==> src/rtl/gate_bist_seq.sv <==
// Stimulus-and-check sequencer for small combinational gates: walks every input
// vector, waits a settle interval, and checks the gate output against a chosen function.
module gate_bist_seq #(
  parameter int unsigned N_IN       = 2,
  parameter int unsigned SETTLE_CYC = 4
) (
  input  logic            clk,
  input  logic            rst_n,
  input  logic            start,
  input  logic [1:0]      func_sel,
  output logic [N_IN-1:0] dut_in,
  input  logic            dut_out,
  output logic            busy,
  output logic            done,
  output logic            pass,
  output logic [N_IN:0]   err_cnt,
  output logic [N_IN-1:0] fail_vec
);

  localparam int unsigned CW = $clog2(SETTLE_CYC + 1);
  localparam logic [CW-1:0]   CNT_INIT = CW'(SETTLE_CYC - 1);
  localparam logic [N_IN-1:0] LAST_VEC = '1;

  typedef enum logic [1:0] {S_IDLE, S_SETTLE, S_CHECK, S_DONE} state_t;

  state_t            state_q, state_d;
  logic [CW-1:0]     cnt_q, cnt_d;
  logic [1:0]        func_q, func_d;
  logic [N_IN-1:0]   dut_in_q, dut_in_d;
  logic [N_IN:0]     err_cnt_q, err_cnt_d;
  logic [N_IN-1:0]   fail_vec_q, fail_vec_d;
  logic              busy_q, busy_d;
  logic              done_q, done_d;
  logic              pass_q, pass_d;
  logic              exp_out;

  always_comb begin
    case (func_q)
      2'b00:   exp_out = &dut_in_q;
      2'b01:   exp_out = |dut_in_q;
      2'b10:   exp_out = ^dut_in_q;
      default: exp_out = ~&dut_in_q;
    endcase
  end

  always_comb begin
    state_d    = state_q;
    cnt_d      = cnt_q;
    func_d     = func_q;
    dut_in_d   = dut_in_q;
    err_cnt_d  = err_cnt_q;
    fail_vec_d = fail_vec_q;

    case (state_q)
      S_IDLE, S_DONE: begin
        if (start) begin
          state_d    = S_SETTLE;
          cnt_d      = CNT_INIT;
          func_d     = func_sel;
          dut_in_d   = '0;
          err_cnt_d  = '0;
          fail_vec_d = '0;
        end
      end
      S_SETTLE: begin
        if (cnt_q == '0) state_d = S_CHECK;
        else             cnt_d   = cnt_q - 1'b1;
      end
      S_CHECK: begin
        if (dut_out != exp_out) begin
          if (err_cnt_q != '1) err_cnt_d = err_cnt_q + 1'b1;
          if (err_cnt_q == '0) fail_vec_d = dut_in_q;
        end
        if (dut_in_q == LAST_VEC) begin
          state_d = S_DONE;
        end else begin
          state_d  = S_SETTLE;
          dut_in_d = dut_in_q + 1'b1;
          cnt_d    = CNT_INIT;
        end
      end
      default: state_d = S_IDLE;
    endcase

    // Status flags are derived from the next state so they are registered outputs.
    busy_d = (state_d == S_SETTLE) || (state_d == S_CHECK);
    done_d = (state_d == S_DONE);
    pass_d = done_d && (err_cnt_d == '0);
  end

  always_ff @(posedge clk or negedge rst_n) begin
    if (!rst_n) begin
      state_q    <= S_IDLE;
      cnt_q      <= '0;
      func_q     <= '0;
      dut_in_q   <= '0;
      err_cnt_q  <= '0;
      fail_vec_q <= '0;
      busy_q     <= 1'b0;
      done_q     <= 1'b0;
      pass_q     <= 1'b0;
    end else begin
      state_q    <= state_d;
      cnt_q      <= cnt_d;
      func_q     <= func_d;
      dut_in_q   <= dut_in_d;
      err_cnt_q  <= err_cnt_d;
      fail_vec_q <= fail_vec_d;
      busy_q     <= busy_d;
      done_q     <= done_d;
      pass_q     <= pass_d;
    end
  end

  assign dut_in   = dut_in_q;
  assign busy     = busy_q;
  assign done     = done_q;
  assign pass     = pass_q;
  assign err_cnt  = err_cnt_q;
  assign fail_vec = fail_vec_q;

endmodule
==> config.mk <==
export PLATFORM = sky130hd
export DESIGN_NAME = gate_bist_seq
export DESIGN_NICKNAME = d
export VERILOG_FILES = /design/src/rtl/gate_bist_seq.sv
export SDC_FILE = /design/constraint.sdc
export NUM_CORES = 1
export LEC_CHECK = 0
export CORE_MARGIN = 2
export CORE_UTILIZATION = 45
export CTS_CLUSTER_SIZE = 14
export DETAILED_ROUTE_END_ITERATION = 7
export HOLD_SLACK_MARGIN = 0.1
export MAX_ROUTING_LAYER = met4
export PLACE_DENSITY = 0.8
export RECOVER_POWER = 50
export SETUP_SLACK_MARGIN = 0.3
export SYNTH_ARGS = -nofsm -noshare
export SYNTH_HDL_FRONTEND = slang
export SYNTH_SLANG_ARGS = --single-unit
==> constraint.sdc <==
create_clock -name clk -period 3.4 [get_ports clk]
set_input_delay 0.34 -clock clk [delete_from_list [all_inputs] [get_ports clk]]
set_output_delay 0.34 -clock clk [all_outputs]
set_load 0.01 [all_outputs]
==> summary.md, run 1 <==
| Metric | Value |
|---|---|
| Status | finished, final reports clean |
| Post-Place Cells | 144 |
| Worst-Margin Slew | 0.763 ns |
| Clk sinks | 17 |
| Final setup viols | 0 |
| RSZ-0062 raised after global routing | no |
| Async S/R FF share, synth | 100% |
| First-pass GRT wire length | 3390 um |
| Layout fillers | just over 200 |
| CP Class | reg2reg |
| Max_cap viols | 0 |
| DRT Pass-1 Iters | 3 |
| Critical Path Start Type | flop |
| Synthesis warning total | 0 |
| Post-CTS setup buffers | 0 |
| Synth Cell Area | about 1000 um^2 |
| Synth unique cells | 38 |
| WL final | 1860 um |
| Leak | 0.560 nW |
| Setup TNS | 0 ns |
| DR iter-0 viols | 11 |
| Met3 Usage GRT | 5.17% |
| Worst slew margin | 49.0% |
| Place WS | about 1.3 ns |
| Total number of vias | 788 |
| Die width | 52.1 um |
| Detail Route Antenna Nets | 0 |
| Post-synthesis sequential area ratio | 40.9% |
| Post-route cell area | 1240 um^2 |
| Data required, critical path | 3.61 ns |
| Total CTS buffers | 3 |
| IO buf count | 15 |
| Gp weighted congestion | 0.843 |
| Dpl hpwl | 1430 um |
| Final Hold Viols | 0 |
| Syn avg cell area | around 10 um^2 |
| Core area | approximately 2200 um^2 |
| Max Root-Sink Buffers | 2 |
| Gr usage total | 17.8% |
| Post-route setup slack | 1.30 ns |
| Final cell count without fillers | 148 |
| TritonCTS clock tree | built |
| Reg-to-Reg Start | dut_in[0]$_DFFE_PN0P_ |
| Max Clock Skew | between 0.009 and 0.01 ns |
| Fin. max-slew vios | 0 |
| Worst Hold Depth | 2 |
| Cells on worst reg2reg path | 8 |
| Min-delay src | cnt_q[1]$_DFFE_PN0P_ |
| Pwr dens | 680 nW/um^2 |
| GRT met1 Usage | roughly 22% |
| Hold buffer count at cts | 0 |
| CP Capture Type | flop |
| Post-Syn Instances | 103 |
| Worst path arrival time | roughly 2.3 ns |
| NumNets Final | 136 |
| Seq cells post-synth | 17 |
| Worst reg2reg setup slack | 1.30 ns |
| Antenna diode count | 0 |
| Minimum clock period | roughly 2.1 ns |
| Placed cell area | 1210 um^2 |
| Clock-pin slew of the registers on the worst-case setup and hold paths | 0.10 ns |
| EDFF count, synth | 0 |
| CTS-repair resized insts | 0 |
| Num rows | 17 |
| Remaining routing DRC violations | 0 |
| R2r endpoint | pass$_DFF_PN0_ |
| Chip height | 52.1 um |
| Worst VDD drop | roughly 430 uV |
| Synth Flop Type | dfrtp_1 |
| P&R area growth vs syn | 19.2% |
| Num ports | 16 |
| Wire per inst | 12.5 um |
| Die area | 2710 um^2 |
| Register area | 425 um^2 |
| GR peak layer | met2 |
| Max Fanout on Critical Path | 8 |
| Footprint of the multi-input gates | 563 um^2 |
| Antenna violations before repair | 0 |
| Fmax | 476 MHz |
| Period utilization | just over 60% |
| Number of global-route vias before repair | around 750 |
| GRT met2 Usage | 27.2% |
| Largest net degree at the start of global routing | 18 |
| HP Class | reg2reg |
| Hold endpoint | cnt_q[1]$_DFFE_PN0P_ |
| Overflow after GRT | 0 |
| H-tree depth | 1 |
| Fraction of layout cells with a size suffix above 1 | around 14% |
| Syn nets | ~120 |
| Clock root cell | clkbuf_4 |
| Worst-skew pair later-pin latency | ~0.29 ns |
| Vias per cell | 5.32 |
| Starting density of the core | between 40% and 50% |
[state kept, by name, indices dropped and copies added (netlist names)]
| signal | cells |
|---|---|
| cnt_q | 3 |
| err_cnt | 3 |
| dut_in | 2 |
| fail_vec | 2 |
| func_q | 2 |
| state_q | 2 |
| busy | 1 |
| done | 1 |
| pass | 1 |
[layout by cell type (no fill, tap or decap), types with 3 or more instances in the layout]
master / instances
inv_1: 11
clkbuf_4: 3
o21ai_0: 3
nand2_1: 13
nand2b_1: 3
nor2_1: 5
clkdlybuf4s50_1: 12
a21oi_1: 4
dfrtp_1: 17
dlygate4sd3_1: 3
o22ai_1: 3
ha_1: 9
[routing by layer]
| metal | part of all wire (%) | up-vias |
|---|---|---|
| li1 | - | 393 |
| met2 | 49 | 15 |
| met1 | 46 | 378 |
| met4 | 1.0 | 0 |
| met3 | 4.4 | 2 |
| met5 | 0 | - |
[worst max-delay path, stage by stage (launching register included)]
cell,delay (ns)
dfrtp_1,0.47
inv_1,0.07
ha_1,0.32
nand2b_1,0.06
a22o_1,0.20
mux2i_4,0.21
xor2_4,0.14
a32o_2,0.30
nor4b_2,0.23
[cells in the mapped netlist, types with 2 or more instances]
cell	count	area (um^2)
inv_1	11	41.3
o211ai_1	2	15.0
nor2_1	5	18.8
o22ai_1	3	18.8
and2b_2	2	17.5
nand3_1	2	10.0
a22o_1	2	17.5
mux2_2	2	22.5
dfrtp_1	17	425
nand2b_1	3	18.8
nand4_1	2	12.5
o21ai_0	3	15.0
a21oi_1	4	20.0
ha_1	9	113
nand2_1	13	48.8
[cell type report]
cell class                      instances  share of cell area (%)
Multi-Input combinational cell         73                    45.4
Clock buffer                            4                    2.12
Sequential cell                        17                    34.3
Tap cell                               28                    2.82
Timing Repair Buffer                   15                    12.1
Inverter                               11                    3.33
[per-stage QoR]
step                power [mW]  util [%]  hold WS, ns
global placement         0.731      55.5        0.517
floorplan                0.640         -       0.0444
CTS                      0.857      56.7        0.511
global route             0.924      56.7        0.580
finish                   0.844      56.7        0.540
detailed placement       0.744      55.5        0.524
[how the worst max path moves through the flow]
stage                                      from              to
after floorplan           dut_in[0]$_DFFE_PN0P_  pass$_DFF_PN0_
after detailed placement  dut_in[1]$_DFFE_PN0P_  pass$_DFF_PN0_
after global placement    dut_in[1]$_DFFE_PN0P_  pass$_DFF_PN0_
after global routing       state_q[0]$_DFF_PN0_  pass$_DFF_PN0_
final                     dut_in[0]$_DFFE_PN0P_  pass$_DFF_PN0_
after CTS                 dut_in[0]$_DFFE_PN0P_  pass$_DFF_PN0_
[power by group]
part / switching, mW / total [mW] / internal (mW)
Combinational: 0.234 / 0.436 / 0.202
Clock: 0.0621 / 0.108 / 0.0456
Sequential: 0.0437 / 0.300 / 0.257
[kinds of logic after synthesis]
group / Yosys count / share of synthesized area (%)
mux: 4 / 5.29
simple gates: 35 / 18.3
xor+xnor: 2 / 3.49
flops: 17 / 40.9
fa+ha+maj: 9 / 10.8
compound gates: 23 / 16.2
buf+inv: 13 / 5.05
Power figures use the tool's default switching activity.
==> run 2, diff against run 1 <==
--- a/config.mk
+++ b/config.mk
@@ -11,7 +11,7 @@
 export DETAILED_ROUTE_END_ITERATION = 7
 export HOLD_SLACK_MARGIN = 0.1
 export MAX_ROUTING_LAYER = met4
-export PLACE_DENSITY = 0.8
+export PLACE_DENSITY = 0.82
 export RECOVER_POWER = 50
 export SETUP_SLACK_MARGIN = 0.3
 export SYNTH_ARGS = -nofsm -noshare
==> constraint.sdc (replaced) <==
create_clock -name clk -period 1.8 [get_ports clk]
set_input_delay 0.18 -clock clk [delete_from_list [all_inputs] [get_ports clk]]
set_output_delay 0.18 -clock clk [all_outputs]
set_load 0.01 [all_outputs]
==> run 2 against run 1 <==
Net effect:
- largest cell class unchanged
- clock power up 100%
- clock skew up 0.00082 ns
- sequential power up 93%
- the flow now finishes with violations (negative setup slack)
==> summary.md, run 2 (synthesis gave the netlist of run 1 again) <==
| Metric | Value |
|---|---|
| P&R area growth vs syn | 68.6% (was 19.2%) |
| Die area | 2710 um^2 (unchanged) |
| Worst path arrival time | 2.19 ns (was 2.31 ns) |
| WL final | 3290 um (was 1860 um) |
| Clock root cell | clkbuf_4 (unchanged) |
| Dpl hpwl | 1950 um (was 1430 um) |
| Vias per cell | 5.56 (was 5.32) |
| H-tree depth | 1 (unchanged) |
| Wire per inst | 18.0 um (was 12.5 um) |
| RSZ-0062 raised after global routing | yes (was no) |
| Worst VDD drop | 1110 uV (was 430 uV) |
| Reg-to-Reg Start | dut_in[0]$_DFFE_PN0P_ (unchanged) |
| Post-route setup slack | -0.163 ns (was 1.30 ns) |
| Antenna diode count | 0 (unchanged) |
| Antenna violations before repair | 0 (unchanged) |
| Most frequent cells in the layout | 19 x buf_4, 14 x dfrtp_1, 14 x buf_6, 10 x nand2_1, 10 x clkdlybuf4s50_1 (was 17 x dfrtp_1, 13 x nand2_1, 12 x clkdlybuf4s50_1, 11 x inv_1, 9 x ha_1) |
| Remaining routing DRC violations | 0 (unchanged) |
| Util after Layout | 80.1% (was 56.7%) |
| IO buf count | 15 (unchanged) |
| Clock-pin slew of the registers on the worst-case setup and hold paths | 0.11 ns (was 0.10 ns) |
| Final setup viols | 6 (was 0) |
| R2r endpoint | pass$_DFF_PN0_ (unchanged) |
| Cell breakdown of the critical path | inv_2 > ha_4 > nand2b_4 > a22o_1 > mux2i_4 > xor2_4 > a32o_2 > nor4b_2 (was inv_1 > ha_1 > nand2b_1 > a22o_1 > mux2i_4 > xor2_4 > a32o_2 > nor4b_2) |
| Data required, critical path | 2.02 ns (was 3.61 ns) |
| Number of global-route vias before repair | 1090 (was 746) |
| Largest net degree at the start of global routing | 18 (unchanged) |
| Max Clock Skew | 0.0104 ns (was 0.00957 ns) |
| Pwr dens | 1520 nW/um^2 (was 680 nW/um^2) |
| Slowest stage delay, CP | 0.40 ns (was 0.47 ns) |
| Post-route cell area | 1760 um^2 (was 1240 um^2) |
| Most common cell after layout, fill and taps aside | buf_4 (was dfrtp_1) |
| Fin. max-slew vios | 0 (unchanged) |
| Gr usage total | 26.4% (was 17.8%) |
| Starting density of the core | 47.5% (unchanged) |
| First-pass GRT wire length | 4910 um (was 3390 um) |
| Max_cap viols | 0 (unchanged) |
| Chip height | 52.1 um (unchanged) |
| Period utilization | 109% (was 61.7%) |
| Max Root-Sink Buffers | 2 (unchanged) |
| Worst Hold Depth | 2 (unchanged) |
| Place WS | -0.151 ns (was 1.32 ns) |
| Core area | 2190 um^2 (unchanged) |
| Overflow after GRT | 0 (unchanged) |
| Fraction of layout cells with a size suffix above 1 | 53.5% (was 14.2%) |
| Gp weighted congestion | 0.826 (was 0.843) |
| Buffers & Inverters on Critical Path | 1 (unchanged) |
| Clk sinks | 17 (unchanged) |
| Total CTS buffers | 3 (unchanged) |
| Critical Path Start Type | flop (unchanged) |
| Minimum clock period | 1.96 ns (was 2.10 ns) |
| TritonCTS clock tree | built (unchanged) |
| Placed cell area | 1400 um^2 (was 1210 um^2) |
| Leak | 0.798 nW (was 0.560 nW) |
| CP Capture Type | flop (unchanged) |
| Num ports | 16 (unchanged) |
| Fmax | 509 MHz (was 476 MHz) |
| Total number of vias | 1018 (was 788) |
| Status | complete, but fails checks (was finished, final reports clean) |
| Final Hold Viols | 0 (unchanged) |
| Worst-Margin Slew | 0.958 ns (was 0.763 ns) |
| Worst reg2reg setup slack | -0.16 ns (was 1.30 ns) |
| Detail Route Antenna Nets | 0 (unchanged) |
| Kind of cell with the highest combined delay on the critical path | compound AO/OA/AOI/OAI gates (unchanged) |
| DR iter-0 viols | 17 (was 11) |
| Cells on worst reg2reg path | 8 (unchanged) |
| Die width | 52.1 um (unchanged) |
| HP Class | in2reg (was reg2reg) |
| Worst-skew pair later-pin latency | 0.31 ns (was 0.29 ns) |
| Min-delay src | func_sel[1] (was cnt_q[1]$_DFFE_PN0P_) |
| Hold endpoint | func_q[1]$_DFFE_PN0P_ (was cnt_q[1]$_DFFE_PN0P_) |
| Worst slew margin | 36.1% (was 49.0%) |
| CP Class | reg2reg (unchanged) |
| NumNets Final | 171 (was 136) |
| Num rows | 17 (unchanged) |
| DRT Pass-1 Iters | 4 (was 3) |
| Max Fanout on Critical Path | 7 (was 8) |
| Slowest stage cell, crit path | dfrtp_2 (was dfrtp_1) |
| Hold buffer count at cts | 0 (unchanged) |
| Violated checks | negative setup slack |
[run 2: changes by cell type in the layout (fill, tap and decap cells not counted), sizes merged]
cell	before	now
clkdlybuf4s15	0	1
buf	0	35
clkdlybuf4s50	12	10
clkdlybuf4s25	0	1
dlygate4sd3	3	1
dlygate4sd2	0	1
clkbuf	4	5
[run 2: worst max-delay path by stage]
stage	startpoint	endpoint	slack, ns	depth (start not counted)
4_1_cts	dut_in[0]$_DFFE_PN0P_	pass$_DFF_PN0_	-0.13	8
3_3_place_gp	dut_in[0]$_DFFE_PN0P_	pass$_DFF_PN0_	-0.02	8
3_5_place_dp	dut_in[0]$_DFFE_PN0P_	pass$_DFF_PN0_	-0.15	8
2_1_floorplan	dut_in[0]$_DFFE_PN0P_	pass$_DFF_PN0_	-0.09	8
6_report	dut_in[0]$_DFFE_PN0P_	pass$_DFF_PN0_	-0.16	8
5_1_grt	dut_in[0]$_DFFE_PN0P_	pass$_DFF_PN0_	-0.22	8
[run 2: metrics by stage]
stage / power [mW] / std cells / hold slack [ns] / TNS [ns]
finish: 2.66 / 183 / 0.479 / -0.748
global placement: 1.64 / 165 / 0.504 / -0.0228
floorplan: 1.26 / 103 / -0.116 / -0.104
CTS: 2.27 / 178 / 0.194 / -0.359
global route: 2.81 / 183 / 0.481 / -1.13
detailed placement: 1.71 / 165 / 0.535 / -0.326
[run 2: per-layer routing]
layer | up-vias | track usage (%) | share of wire [%]
met4 | 0 | 17.1 | 5.7
met2 | 29 | 46.6 | 53
met5 | - | - | 0
met1 | 505 | 27.0 | 38
met3 | 17 | 4.02 | 2.6
li1 | 467 | - | -
[run 2: power by group]
part           switching [mW]  internal (mW)
Clock                   0.129         0.0866
Sequential             0.0929          0.487
Combinational           0.854           1.01
Total                    1.08           1.59
[run 2: layout make-up]
class | count | area (um^2)
Fill cell | 127 | 435
Sequential cell | 17 | 429
Tap cell | 28 | 35.0
Timing Repair Buffer | 50 | 468
Multi-Input combinational cell | 73 | 756
Inverter | 11 | 41.3
Clock buffer | 4 | 26.3
[run 2: repair_timing]
action                     in CTS  in global routing
cloned                          0                  0
buffers inserted                9                  5
resized for setup              39                 23
pin swaps                      10                  6
setup endpoints to repair      16                 18
